## config.mk

```make
export PLATFORM = sky130hd
export DESIGN_NAME = seq_divider
export DESIGN_NICKNAME = d
export VERILOG_FILES = /design/src/rtl/div_pkg.sv /design/src/rtl/cond_negate.sv /design/src/rtl/seq_divider.sv
export SDC_FILE = /design/constraint.sdc
export NUM_CORES = 1
export LEC_CHECK = 0
export CAP_MARGIN = 40
export CELL_PAD_IN_SITES_DETAIL_PLACEMENT = 1
export CELL_PAD_IN_SITES_GLOBAL_PLACEMENT = 2
export CORE_MARGIN = 3
export CORE_UTILIZATION = 37
export DETAILED_ROUTE_END_ITERATION = 10
export GPL_ROUTABILITY_DRIVEN = 0
export GPL_TIMING_DRIVEN = 0
export PLACE_DENSITY = 0.92
export SYNTH_ARGS = -nofsm -noshare
export SYNTH_HDL_FRONTEND = slang
export SYNTH_SLANG_ARGS = --single-unit
```

## constraint.sdc

```tcl
create_clock -name clk -period 9.9 [get_ports clk]
set_clock_uncertainty 0.15 [all_clocks]
set_input_delay 1.98 -clock clk [delete_from_list [all_inputs] [get_ports clk]]
set_output_delay 1.98 -clock clk [all_outputs]
set_load 0.01 [all_outputs]
```

## src/rtl/div_pkg.sv

```systemverilog
// rtl/div_pkg.sv - shared types and constants for the sequential divider
// Contents:
//    state_t      divider control states
//    SIGNED       signed_mode value selecting two's-complement operands
//    UNSIGNED     signed_mode value selecting raw unsigned operands
//    cnt_width()  iteration counter width for a given operand width
package div_pkg;

   typedef enum logic [1:0] {
      IDLE = 2'd0,
      CALC = 2'd1,
      DONE = 2'd2
   } state_t;

   localparam logic SIGNED   = 1'b1;
   localparam logic UNSIGNED = 1'b0;

   function automatic int cnt_width(input int width);
      return $clog2(width) + 1;
   endfunction

endpackage

```

## src/rtl/cond_negate.sv

```systemverilog
// rtl/cond_negate.sv - conditional two's-complement negation
// Ports:
//    data_in   WIDTH  value to pass or negate
//    neg       1      1 = output -data_in, 0 = output data_in
//    data_out  WIDTH  result
module cond_negate #(
   parameter int WIDTH = 32
) (
   input  logic [WIDTH-1:0] data_in,
   input  logic             neg,
   output logic [WIDTH-1:0] data_out
);

   // Negation is invert-plus-one, i.e. the adder with its B operand tied to 1.
   logic [WIDTH-1:0] inc_sum;

   assign inc_sum  = ~data_in + WIDTH'(1);
   assign data_out = neg ? inc_sum : data_in;

endmodule

```

## src/rtl/seq_divider.sv

```systemverilog
// rtl/seq_divider.sv - iterative restoring divider, one quotient bit per cycle
// Optional build macro: DIV_EARLY_EXIT_EN (skip CALC when |A| < |B|)
// Ports:
//    clk             rising-edge clock
//    rst             asynchronous active-low reset
//    start           request, accepted only in IDLE
//    signed_mode     1 = two's-complement operands, sampled with start
//    data_operandA   dividend, sampled with start
//    data_operandB   divisor, sampled with start
//    busy            high from the cycle after accept until DONE completes
//    data_result     quotient, registered
//    data_remainder  remainder, registered
//    data_resultRDY  one-cycle pulse, results valid
//    data_exception  divide-by-zero flag, updated with the results
module seq_divider
   import div_pkg::*;
#(
   parameter int WIDTH = 32
) (
   input  logic             clk,
   input  logic             rst,
   input  logic             start,
   input  logic             signed_mode,
   input  logic [WIDTH-1:0] data_operandA,
   input  logic [WIDTH-1:0] data_operandB,
   output logic             busy,
   output logic [WIDTH-1:0] data_result,
   output logic [WIDTH-1:0] data_remainder,
   output logic             data_resultRDY,
   output logic             data_exception
);

   localparam int CNT_W = cnt_width(WIDTH);

   state_t             state;
   state_t             state_nxt;
   logic [CNT_W-1:0]   count;
   logic [WIDTH-1:0]   rem_q;
   logic [WIDTH-1:0]   quo_q;
   logic [WIDTH-1:0]   abs_b_q;
   logic               neg_quo_q;
   logic               neg_rem_q;
   logic               div_zero_q;

   logic               op_neg_a;
   logic               op_neg_b;
   logic [WIDTH-1:0]   abs_a;
   logic [WIDTH-1:0]   abs_b;
   logic [WIDTH-1:0]   quo_fix;
   logic [WIDTH-1:0]   rem_fix;
   logic [WIDTH:0]     rem_sh;
   logic [WIDTH:0]     trial;
   logic               div_zero;
   logic               early;
   logic               calc_last;

   assign op_neg_a = (signed_mode == SIGNED) && data_operandA[WIDTH-1];
   assign op_neg_b = (signed_mode == SIGNED) && data_operandB[WIDTH-1];
   assign div_zero = (data_operandB == '0);

   cond_negate #(.WIDTH(WIDTH)) u_abs_a (
      .data_in  (data_operandA),
      .neg      (op_neg_a),
      .data_out (abs_a)
   );

   cond_negate #(.WIDTH(WIDTH)) u_abs_b (
      .data_in  (data_operandB),
      .neg      (op_neg_b),
      .data_out (abs_b)
   );

   cond_negate #(.WIDTH(WIDTH)) u_fix_quo (
      .data_in  (quo_q),
      .neg      (neg_quo_q),
      .data_out (quo_fix)
   );

   cond_negate #(.WIDTH(WIDTH)) u_fix_rem (
      .data_in  (rem_q),
      .neg      (neg_rem_q),
      .data_out (rem_fix)
   );

`ifdef DIV_EARLY_EXIT_EN
   // Magnitude of A below magnitude of B: quotient is 0, remainder is A itself.
   assign early = !div_zero && (abs_a < abs_b);
`else
   assign early = 1'b0;
`endif

   // The partial remainder always stays below |B|, so after the shift it is
   // below 2*|B|; bit WIDTH of the WIDTH+1-bit difference is then a true sign.
   assign rem_sh    = {rem_q, quo_q[WIDTH-1]};
   assign trial     = rem_sh - {1'b0, abs_b_q};
   assign calc_last = (count == CNT_W'(WIDTH - 1));

   always_ff @(posedge clk or negedge rst) begin
      if (!rst) begin
         state <= IDLE;
      end else begin
         state <= state_nxt;
      end
   end

   always_comb begin
      state_nxt = state;
      unique case (state)
         IDLE: begin
            if (start) begin
               state_nxt = (div_zero || early) ? DONE : CALC;
            end
         end
         CALC: begin
            if (calc_last) begin
               state_nxt = DONE;
            end
         end
         DONE:    state_nxt = IDLE;
         default: state_nxt = IDLE;
      endcase
   end

   // Results are registered on the DONE exit edge, so resultRDY appears in the
   // following IDLE cycle, the same cycle busy drops and a new start is taken.
   always_ff @(posedge clk or negedge rst) begin
      if (!rst) begin
         count          <= '0;
         rem_q          <= '0;
         quo_q          <= '0;
         abs_b_q        <= '0;
         neg_quo_q      <= 1'b0;
         neg_rem_q      <= 1'b0;
         div_zero_q     <= 1'b0;
         busy           <= 1'b0;
         data_result    <= '0;
         data_remainder <= '0;
         data_resultRDY <= 1'b0;
         data_exception <= 1'b0;
      end else begin
         data_resultRDY <= 1'b0;
         case (state)
            IDLE: begin
               if (start) begin
                  busy       <= 1'b1;
                  count      <= '0;
                  abs_b_q    <= abs_b;
                  neg_quo_q  <= op_neg_a ^ op_neg_b;
                  neg_rem_q  <= op_neg_a;
                  div_zero_q <= div_zero;
                  rem_q      <= early ? abs_a : '0;
                  quo_q      <= early ? '0 : abs_a;
               end
            end
            CALC: begin
               rem_q <= trial[WIDTH] ? rem_sh[WIDTH-1:0] : trial[WIDTH-1:0];
               quo_q <= {quo_q[WIDTH-2:0], ~trial[WIDTH]};
               count <= count + CNT_W'(1);
            end
            DONE: begin
               busy           <= 1'b0;
               data_resultRDY <= 1'b1;
               if (div_zero_q) begin
                  data_result    <= '0;
                  data_remainder <= '0;
                  data_exception <= 1'b1;
               end else begin
                  data_result    <= quo_fix;
                  data_remainder <= rem_fix;
                  data_exception <= 1'b0;
               end
            end
            default: ;
         endcase
      end
   end

endmodule

```

Word-level counts from Yosys, hierarchy flattened --
Cells that the tools add are included.
Cells by class: $add $sub $neg 6, equality and inequality tests 5, mux-type cells 21, bitwise gates (word level) 6, reductions and logical operators 10
Operator list (count):
- 32-bit two-way mux | 9
- 32-bit by 1-bit adder with 32-bit output (second input constant) | 4
- 32-bit inverter | 4
- 32-bit one-hot mux with 2 select lines | 2
- 33-bit by 32-bit subtractor with 33-bit output | 1
- 32-bit zero test | 1
- 6-bit one-hot mux with 2 select lines | 1
- 2-bit AND reduction | 4
- 6-bit by 1-bit adder with 6-bit output (second input constant) | 1
- 6-bit by 5-bit equality test with 1-bit output (second input constant) | 1
- 2-bit two-way mux | 3
- 6-bit two-way mux | 1
- 2-bit != test (second input constant) | 2
- 2-bit one-hot mux with 2 select lines | 1
- 2-bit nonzero test | 2
- 1-bit two-way mux | 3
- 2-bit by 1-bit equality test with 1-bit output (second input constant) | 1
- 2-bit equality test (second input constant) | 1
- 1-bit logical AND | 2
- 2-bit zero test | 1
- 1-bit one-hot mux with 2 select lines | 1
- 1-bit inverter | 1
- 1-bit bitwise XOR | 1
Word-level totals: bits in registers 174, input port bits 68, output and inout bits 67, logic and storage cells 61

Logic depth before layout (Yosys ltp) --
Gate-level depths: netlist (run 1).
word-level depth 5, mapped depth 12, mapped depth without buffers 11

Hierarchy --
Synthesis (run 1) repeated with hierarchy kept, for this count alone.
Second synthesis, totals: cell total of the unflattened synthesis 1447, area, all modules 12304.3 um2
Modules (own cells, without submodules):
- seq_divider | times used 1, cells each 1051, area each 9196.3 um2, sequential area each 4354.2 um2
- cond_negate | times used 4, cells each 99, area each 777.0 um2, sequential area each 0.0 um2

Worst setup path after synthesis (run 1) --
No wires, ideal clock.
path type input-to-reg, start point input data_operandB[5], end point register abs_b_q[27], setup time 0.133 ns, arrival time 4.611 ns, required time 9.617 ns, path slack 5.006 ns, stages 8, path buffers 0, cells stage by stage or4_1 -> nor4_1 -> nand4_1 -> or4_1 -> or4_1 -> o41ai_1 -> xor2_1 -> o21ai_0
On the way: cells in the longest elaborated chain, start to end 3
Ends and longest elaborated chain:
- start, declared | RTL line seq_divider.sv:25 | input logic [WIDTH-1:0] data_operandB,
- 32-bit inverter | RTL line cond_negate.sv:17 | assign inc_sum = ~data_in + WIDTH'(1);
- 32-bit by 1-bit adder with 32-bit output | RTL line cond_negate.sv:17
- 32-bit two-way mux | RTL line cond_negate.sv:18 | assign data_out = neg ? inc_sum : data_in;
- end signal, assigned | RTL line seq_divider.sv:147 | abs_b_q <= abs_b;
- end, declared | RTL line seq_divider.sv:40 | logic [WIDTH-1:0] abs_b_q;
Every way passes these cells. A chain may end at the register's enable or synchronous reset.

Worst setup path after layout (run 1) --
start point input data_operandB[3], end point register state[1]
On the way: cells in the longest elaborated chain, start to end 4
Ends and longest elaborated chain:
- 32-bit zero test | RTL line seq_divider.sv:59 | assign div_zero = (data_operandB == '0);
- 2-bit two-way mux | RTL line seq_divider.sv:111 | state_nxt = (div_zero || early) ? DONE : CALC;
- 2-bit two-way mux | RTL line seq_divider.sv:110 | if (start) begin
- 2-bit one-hot mux with 2 select lines | RTL line seq_divider.sv:108 | unique case (state)
- end signal, assigned | RTL line seq_divider.sv:102 | state <= state_nxt;
- end, declared | RTL line seq_divider.sv:35 | state_t state;
Every way passes these cells. The select of a mux whose other input is x is not followed.

==> impl_metrics.tcl, run 1 <==
set metrics [dict create \
    status "finished, final reports clean" \
    ys_top_cells_by_area "dfrtp_1 39%, o21ai_0 8.9%, xor2_1 7.0%" \
    cts.sinks 174 \
    cp_slowest_cell "nor3b_1" \
    period_share 0.5648 \
    yosys-top-cells-count "207 x nand2_1, 197 x o21ai_0, 174 x dfrtp_1" \
    clockRootBuffer "clkbuf_16" \
    irDropWorstVdd_mv 0.1458 \
    cts.repair.resized 0 \
    instances_no_fill 1843 \
    antennaDiodeCount 0 \
    hp-start "abs_b_q[26]$_DFFE_PN0P_" \
    syn_nets 1396 \
    synth_top_area_share 0.3937 \
    end_kind "register" \
    finalSetupViolations 0 \
    seq_power_share 0.287 \
    wl_per_cell_microns 19.52 \
    timing.fmax_ghz 0.1788 \
    synth.distinct_cells 60 \
    synth-seq-cells 174 \
    hp-class "register to register" \
    power.leakage_nw 5.551 \
    fill_cells 3450 \
    clockBufferDepth 2 \
    synth_top_area_cell "dfrtp_1" \
    yosysWarnings 0 \
    ys.flop_type "dfrtp_1" \
    async_flop_share 1.000 \
    grt_pass1_vias 10440 \
    regArea_sq_mm 0.004354 \
    p_sw_mw 2.191 \
    worstPathCellList "clkdlybuf4s50_1, or4_1, nor4_1, clkbuf_2, nand4_1, or4_1, nor4_1, nor3b_1, nand2_1, o21ai_0" \
    rsz0062_at_grt "false" \
    ant_nets 0 \
    cpPeakStageDelay_ps 700 \
    ctsHoldBuffers 0 \
    clock_latency_ps 450 \
    cp-start-kind "input pin" \
    die_w_microns 178.9 \
    gr-total-overflow 0 \
    synth.most_common_cell "nand2_1" \
    period_minus_slack_ps 5592 \
    syn_area_sq_mm 0.01106 \
    dp_hpwl_microns 28140 \
    drive_above_1_share 0.03496 \
    post_cts_buffers 0 \
    power.total_mw 4.529 \
    drt_wl_total_microns 35970 \
    p_comb_frac 0.562 \
    synth_edf_count 0 \
    ios 135 \
    finalSetupTns_ps 0 \
    post-place-ws_ps 3423 \
    ys_seq_area_frac 0.3937 \
    switching_share 0.4837 \
    whs_endpoint "abs_b_q[26]$_DFFE_PN0P_" \
    arrival_ps 5800 \
    syn_avg_cell_area_sq_um 8.573 \
    multi_input_area_sq_mm 0.006270 \
    final_util 0.4649 \
    num_vias 10260 \
    ff2ff_setup_slack_ps 5680 \
    worst_pin_slew_ps 820.4 \
    numPortBuffers 134 \
    slew_violations 0 \
    dp_cells 1810 \
    r2r_start "rem_q[10]$_DFFE_PN0P_" \
    cts_inserted_buffers 17 \
    clkPwrFrac 0.151 \
    viasPerCell 5.564 \
    drv_cap 0 \
    die_area_sq_mm 0.03200 \
    setup_slack_ps 4308 \
    core_region_area_sq_mm 0.02909 \
    antenna_found_initial 0 \
    holdPathStages 2 \
    path_max_fanout 6 \
    relSlewSlack 0.4480 \
    drt_iter0_drc 612 \
    initial_core_util 0.3802 \
    row_count 62 \
    grt_max_degree 104 \
    p_int_mw 2.339 \
    rr_worst_depth 12 \
    cts_tree "built" \
    rr_endpoint "rem_q[31]$_DFFE_PN0P_" \
    syn_inst 1290 \
    firstDrtPassIters 5 \
    die_h_microns 178.9 \
    hold_viol_final 0 \
    syn_to_final_growth_pct 22.28 \
    cp.required_ps 10110 \
    power_density_mw_per_mm2 334.9 \
    drcViolationCount 0 \
    h-tree-depth 4 \
    nNetsFinal 1552 \
    clkSlewWorstSetupHoldPaths_ps 70 \
    grt_pass1_wl_microns 57090 \
    critPathKind "input pin to register" \
    grt_use_total 0.2260 \
]
-- layout by cell type (no fill, tap or decap), types with 37 or more instances in the layout --
cell,Yosys,layout
a21oi_1,65,65
ha_1,37,37
inv_1,54,54
dfrtp_1,174,174
o21ai_0,197,197
nand2_1,207,207
xor2_1,89,89
nor2_1,46,46
xnor2_1,54,54
clkbuf_1,59,59
clkdlybuf4s50_1,0,133
-- power by group through the flow --
stage	sequential [mW]	clock, mW	combinational (mW)
after floorplan	1.16	0	1.87
after global placement	1.28	0	2.40
after detailed placement	1.30	0	2.50
after CTS	1.29	0.691	2.54
after global routing	1.33	0.726	2.84
final	1.30	0.683	2.55
-- layer usage --
| layer | wire [microns] | vias up | global-route usage | part of all wire |
|---|---|---|---|---|
| li1 | - | 4931 | - | - |
| met1 | 17040 | 5020 | 0.3178 | 0.47 |
| met2 | 16470 | 272 | 0.3682 | 0.46 |
| met3 | 1993 | 32 | 0.03558 | 0.055 |
| met4 | 465 | 0 | 0.04870 | 0.013 |
| met5 | 0 | - | 0 | 0 |
-- state kept, by name, summed over array words and instances, names as in the netlist, 2 cells and up --
register        flops
data_remainder     32
abs_b_q            32
quo_q              32
state               2
count               6
data_result        32
rem_q              32
-- stage by stage --
step	cell area [sq um]	hold WS (ps)
final	13520	328.6
after global routing	13520	362.1
after CTS	13520	338.2
after detailed placement	12920	320.4
after global placement	12880	310.1
after floorplan	11060	292.0
-- cells by family (layout without fill, tap and decap cells) --
| group | count (synthesis) | in the layout | share of synthesized area |
|---|---|---|---|
| adders and majority gates | 38 | 38 | 0.04367 |
| buffers and inverters | 116 | 285 | 0.03937 |
| and+or+nand+nor | 385 | 385 | 0.1625 |
| AOI/OAI and AO/OA | 408 | 408 | 0.2240 |
| muxes | 26 | 26 | 0.02353 |
| xor gates and xnor gates | 143 | 143 | 0.1132 |
| DFF | 174 | 174 | 0.3937 |
-- area by class of cell --
type	count	area share
Inverter	54	0.01499
Timing Repair Buffer	137	0.1025
Clock inverter	15	0.01268
Sequential cell	174	0.3220
Multi-Input combinational cell	1000	0.4636
Clock buffer	17	0.03146
Buffer	62	0.01721
Tap cell	384	0.03553
-- worst max-delay path by stage --
stage	from	end	slack (ps)	cells after the start
after floorplan	data_operandB[5]	abs_b_q[27]$_DFFE_PN0P_	5010	8
after global placement	rst	data_remainder[7]$_DFFE_PN0P_	-580	1
after detailed placement	data_operandB[3]	state[1]$_DFFE_PN0P_	3420	9
after CTS	data_operandB[3]	state[1]$_DFFE_PN0P_	3870	9
after global routing	data_operandB[3]	state[1]$_DFFE_PN0P_	4100	10
final	data_operandB[3]	state[1]$_DFFE_PN0P_	4310	10
-- worst max-delay path: cells and delay by family --
| family | cells | cell delay, ps |
|---|---|---|
| and+or+nand+nor | 7 | 2950 |
| AOI/OAI and AO/OA | 1 | 130 |
| buffers and inverters | 2 | 720 |
(Power assumes the default switching activity.)
==> run 2: changes to the inputs <==
--- a/config.mk
+++ b/config.mk
@@ -9,11 +9,11 @@
 export CELL_PAD_IN_SITES_DETAIL_PLACEMENT = 1
 export CELL_PAD_IN_SITES_GLOBAL_PLACEMENT = 2
 export CORE_MARGIN = 3
-export CORE_UTILIZATION = 37
+export CORE_UTILIZATION = 34
 export DETAILED_ROUTE_END_ITERATION = 10
 export GPL_ROUTABILITY_DRIVEN = 0
 export GPL_TIMING_DRIVEN = 0
-export PLACE_DENSITY = 0.92
+export PLACE_DENSITY = 0.86
 export SYNTH_ARGS = -nofsm -noshare
 export SYNTH_HDL_FRONTEND = slang
 export SYNTH_SLANG_ARGS = --single-unit
==> constraint.sdc (replaced) <==
create_clock -name clk -period 5.65 [get_ports clk]
set_clock_uncertainty 0.15 [all_clocks]
set_input_delay 1.13 -clock clk [delete_from_list [all_inputs] [get_ports clk]]
set_output_delay 1.13 -clock clk [all_outputs]
set_load 0.01 [all_outputs]
==> impl_metrics.tcl, run 2 (synthesis results as in run 1) <==
set metrics [dict create \
    post-place-ws_ps 77.22 \
    hold_viol_final 0 \
    grt_use_total 0.2067 \
    setup_slack_ps 525.0 \
    rsz0062_at_grt "false" \
    syn_to_final_growth_pct 22.74 \
    relSlewSlack 0.4045 \
    drt_wl_total_microns 36050 \
    dp_cells 1861 \
    instances_no_fill 1894 \
    post_cts_buffers 0 \
    core_region_area_sq_mm 0.03180 \
    ios 135 \
    path_max_fanout 6 \
    die_area_sq_mm 0.03473 \
    power.total_mw 7.928 \
    holdPathStages 1 \
    fill_cells 3792 \
    top_layer "met4" \
    firstDrtPassIters 5 \
    drv_cap 0 \
    gr-total-overflow 0 \
    dr_wl_met3_microns 1355 \
    arrival_ps 5330 \
    timing.fmax_ghz 0.1951 \
    hp-class "register to register" \
    clock_latency_ps 440 \
    cts_inserted_buffers 17 \
    viasPerCell 5.348 \
    drive_above_1_share 0.03292 \
    m1WireLength_microns 17780 \
    end_kind "register" \
    dp_hpwl_microns 28280 \
    power.leakage_nw 5.540 \
    critPathKind "input pin to register" \
    wl_met2_microns 16540 \
    status "finished, final reports clean" \
    period_share 0.9071 \
    grt_max_degree 90 \
    slew_violations 0 \
    cts_tree "built" \
    drt_iter0_drc 521 \
    wl_per_cell_microns 19.03 \
    cp.required_ps 5860 \
    worst_pin_slew_ps 885.1 \
    power_density_mw_per_mm2 584.0 \
    num_vias 10130 \
    grt_pass1_wl_microns 58280 \
    period_minus_slack_ps 5125 \
    clockBufferDepth 2 \
    die_w_microns 186.4 \
    cts.repair.resized 0 \
    numPortBuffers 134 \
    grt_pass1_vias 10470 \
    clockRootBuffer "clkbuf_16" \
    cts.sinks 174 \
    clkSlewWorstSetupHoldPaths_ps 70 \
    nNetsFinal 1551 \
    die_h_microns 186.4 \
    irDropWorstVdd_mv 0.2573 \
    row_count 65 \
    final_common_cell "nand2_1" \
    cp-start-kind "input pin" \
    drcViolationCount 0 \
    rr_worst_depth 12 \
    finalSetupViolations 0 \
    multi_input_area_sq_mm 0.006270 \
    h-tree-depth 4 \
    regArea_sq_mm 0.004354 \
    final_cell_mix "207 x nand2_1, 197 x o21ai_0, 174 x dfrtp_1, 133 x clkdlybuf4s50_1, 89 x xor2_1" \
    final_util 0.4269 \
    initial_core_util 0.3478 \
    ant_nets 0 \
    antenna_found_initial 1 \
    ctsHoldBuffers 0 \
    finalSetupTns_ps 0 \
]
run 2: worst paths after layout:
path / from / slack (ps) / endpoint
hold reg to reg: count[5]$_DFFE_PN0P_ / 330 / count[5]$_DFFE_PN0P_
hold / removal: count[5]$_DFFE_PN0P_ / 330 / count[5]$_DFFE_PN0P_
max in group asynchronous: rst / 3970 / abs_b_q[28]$_DFFE_PN0P_
setup reg to reg: rem_q[0]$_DFFE_PN0P_ / 1380 / rem_q[4]$_DFFE_PN0P_
min in group asynchronous: rst / 520 / data_remainder[7]$_DFFE_PN0P_
setup / recovery: data_operandB[3] / 520 / state[1]$_DFFE_PN0P_
run 2: worst max-delay path, cell delays in order:
cell and delay, ps:
clkdlybuf4s50_1 500, or4_1 600, nor4_1 710, nand4_1 300
or4_1 500, nor4_1 620, nor3b_1 660, nand2_1 210
o21ai_0 120
run 2: metal layers:
metal  track usage  vias to the layer above
met5             0                        -
met4       0.04420                        0
met3       0.03269                       19
met2        0.3339                      196
met1        0.2945                     5009
li1              -                     4905
run 2: power breakdown:
part | internal (mW) | total (mW) | switching [mW]
clock network | 0.663 | 1.21 | 0.549
registers | 1.67 | 2.29 | 0.622
logic | 1.84 | 4.43 | 2.59
run 2: cell type report:
cell class,count,share of cell area
Antenna cell,1,0.0001843
Buffer,62,0.01714
Clock buffer,19,0.03189
Clock inverter,13,0.01134
Inverter,54,0.01493
Multi-Input combinational cell,1000,0.4619
Sequential cell,174,0.3208
Tap cell,435,0.04010
Timing Repair Buffer,136,0.1018
run 2: stage by stage:
stage                     area, sq um  hold WS (ps)
after floorplan                 11060         292.0
after global placement          12940         312.4
after CTS                       13570         329.9
final                           13570         330.7
after global routing            13570         364.3
after detailed placement        12990         316.2
==> run 3: changes to the inputs <==
--- a/config.mk
+++ b/config.mk
@@ -13,6 +13,7 @@
 export DETAILED_ROUTE_END_ITERATION = 10
 export GPL_ROUTABILITY_DRIVEN = 0
 export GPL_TIMING_DRIVEN = 0
+export MAX_ROUTING_LAYER = met4
 export PLACE_DENSITY = 0.86
 export SYNTH_ARGS = -nofsm -noshare
 export SYNTH_HDL_FRONTEND = slang
==> impl_metrics.tcl, run 3 (synthesis results as in run 1) <==
set metrics [dict create \
    viasPerCell 5.343 \
    power.leakage_nw 5.540 \
    clockRootBuffer "clkbuf_16" \
    cp.required_ps 5860 \
    h-tree-depth 4 \
    hp-start "count[5]$_DFFE_PN0P_" \
    post-place-ws_ps 77.22 \
    grt_pass1_wl_microns 58330 \
    holdWs_ps 331.7 \
    die_area_sq_mm 0.03473 \
    power_density_mw_per_mm2 584.0 \
    antenna_found_initial 1 \
    holdPathStages 1 \
    timing.fmax_ghz 0.1955 \
    ios 135 \
    final_cell_mix "207 x nand2_1, 197 x o21ai_0, 174 x dfrtp_1, 133 x clkdlybuf4s50_1, 89 x xor2_1" \
    cts_inserted_buffers 17 \
    cpPeakStageDelay_ps 700 \
    dp_hpwl_microns 28280 \
    gr-total-overflow 0 \
    cts.sinks 174 \
    setup_slack_ps 534.8 \
    firstDrtPassIters 5 \
    post_cts_buffers 0 \
    status "finished, final reports clean" \
    drive_above_1_share 0.03292 \
    finalSetupTns_ps 0 \
    period_share 0.9053 \
    r2r_start "rem_q[0]$_DFFE_PN0P_" \
    critPathKind "input pin to register" \
    wl_per_cell_microns 19.04 \
    clock_latency_ps 440 \
    grt_pass1_vias 10460 \
    cp-start-kind "input pin" \
    drt_wl_total_microns 36060 \
    syn_to_final_growth_pct 22.74 \
    end_kind "register" \
    relSlewSlack 0.4078 \
    die_h_microns 186.4 \
    row_count 65 \
    clkSlewWorstSetupHoldPaths_ps 70 \
    ctsHoldBuffers 0 \
    initial_core_util 0.3478 \
    worstPathCellList "clkdlybuf4s50_1, or4_1, nor4_1, nand4_1, or4_1, nor4_1, nor3b_1, nand2_1, o21ai_0" \
    grt_max_degree 90 \
    numPortBuffers 134 \
    drcViolationCount 0 \
    rr_worst_depth 12 \
    cp_slowest_cell "nor4_1" \
    drv_cap 0 \
    ant_nets 0 \
    cts.repair.resized 0 \
    finalSetupViolations 0 \
    drt_iter0_drc 466 \
    period_minus_slack_ps 5115 \
    die_w_microns 186.4 \
    path_max_fanout 6 \
    dp_cells 1861 \
    rsz0062_at_grt "false" \
    final_common_cell "nand2_1" \
    cts_tree "built" \
    worst_pin_slew_ps 880.2 \
    nNetsFinal 1551 \
    irDropWorstVdd_mv 0.2585 \
    grt_use_total 0.2130 \
    rr_endpoint "rem_q[4]$_DFFE_PN0P_" \
    hp-class "register to register" \
    hold_viol_final 0 \
    instances_no_fill 1894 \
    clockBufferDepth 2 \
    num_vias 10120 \
    arrival_ps 5330 \
    whs_endpoint "count[5]$_DFFE_PN0P_" \
    ff2ff_setup_slack_ps 1360 \
    slew_violations 0 \
    core_region_area_sq_mm 0.03180 \
]
run 3: cell counts in the layout (fill, tap and decap cells not counted):
Identical to the previous run, type by type.
run 3: layout make-up:
class,count,area (sq um)
fillers,3792,18230
multi-input cells,1000,6270
flip-flops and latches,174,4354
repair buffers,136,1381
well taps,435,544.3
clock buffers,19,432.9
plain buffers,62,232.7
inverters,54,202.7
clock inverters,13,153.9
diodes,1,2.502
run 3: metrics by stage:
step	instance area [sq um]	util	total power, mW
after floorplan	11060	-	5.308
after global placement	12940	0.4071	6.497
after detailed placement	12990	0.4083	6.680
after CTS	13570	0.4268	7.936
after global routing	13570	0.4269	8.618
final	13570	0.4269	7.927
run 3: layer usage:
layer,vias up,track usage,part of all wire
met5,-,-,0
met4,0,0.04507,0.012
met3,28,0.03156,0.038
met2,203,0.3339,0.45
met1,4986,0.2950,0.49
li1,4903,-,-
run 3: where the power goes:
part	leakage, nW	switching, mW	internal, mW
clock	0.285	0.553	0.663
combinational	3.01	2.59	1.83
sequential	2.24	0.623	1.67
run 3: worst max-delay path by stage:
stage,from,to,slack (ps),cells past startpoint
after floorplan,data_operandB[5],abs_b_q[27]$_DFFE_PN0P_,1610,8
after detailed placement,data_operandB[3],state[1]$_DFFE_PN0P_,80,9
final,data_operandB[3],state[1]$_DFFE_PN0P_,530,9
after global placement,rst,quo_q[12]$_DFFE_PN0P_,-3980,1
after CTS,data_operandB[3],state[1]$_DFFE_PN0P_,540,9
after global routing,data_operandB[3],state[1]$_DFFE_PN0P_,100,9
run 3: worst max-delay path: cells and delay by family:
kind	cells	cell delay (ps)
AND/OR/NAND/NOR	7	3570
AO/OA/AOI/OAI	1	120
buffers and inverters	1	500
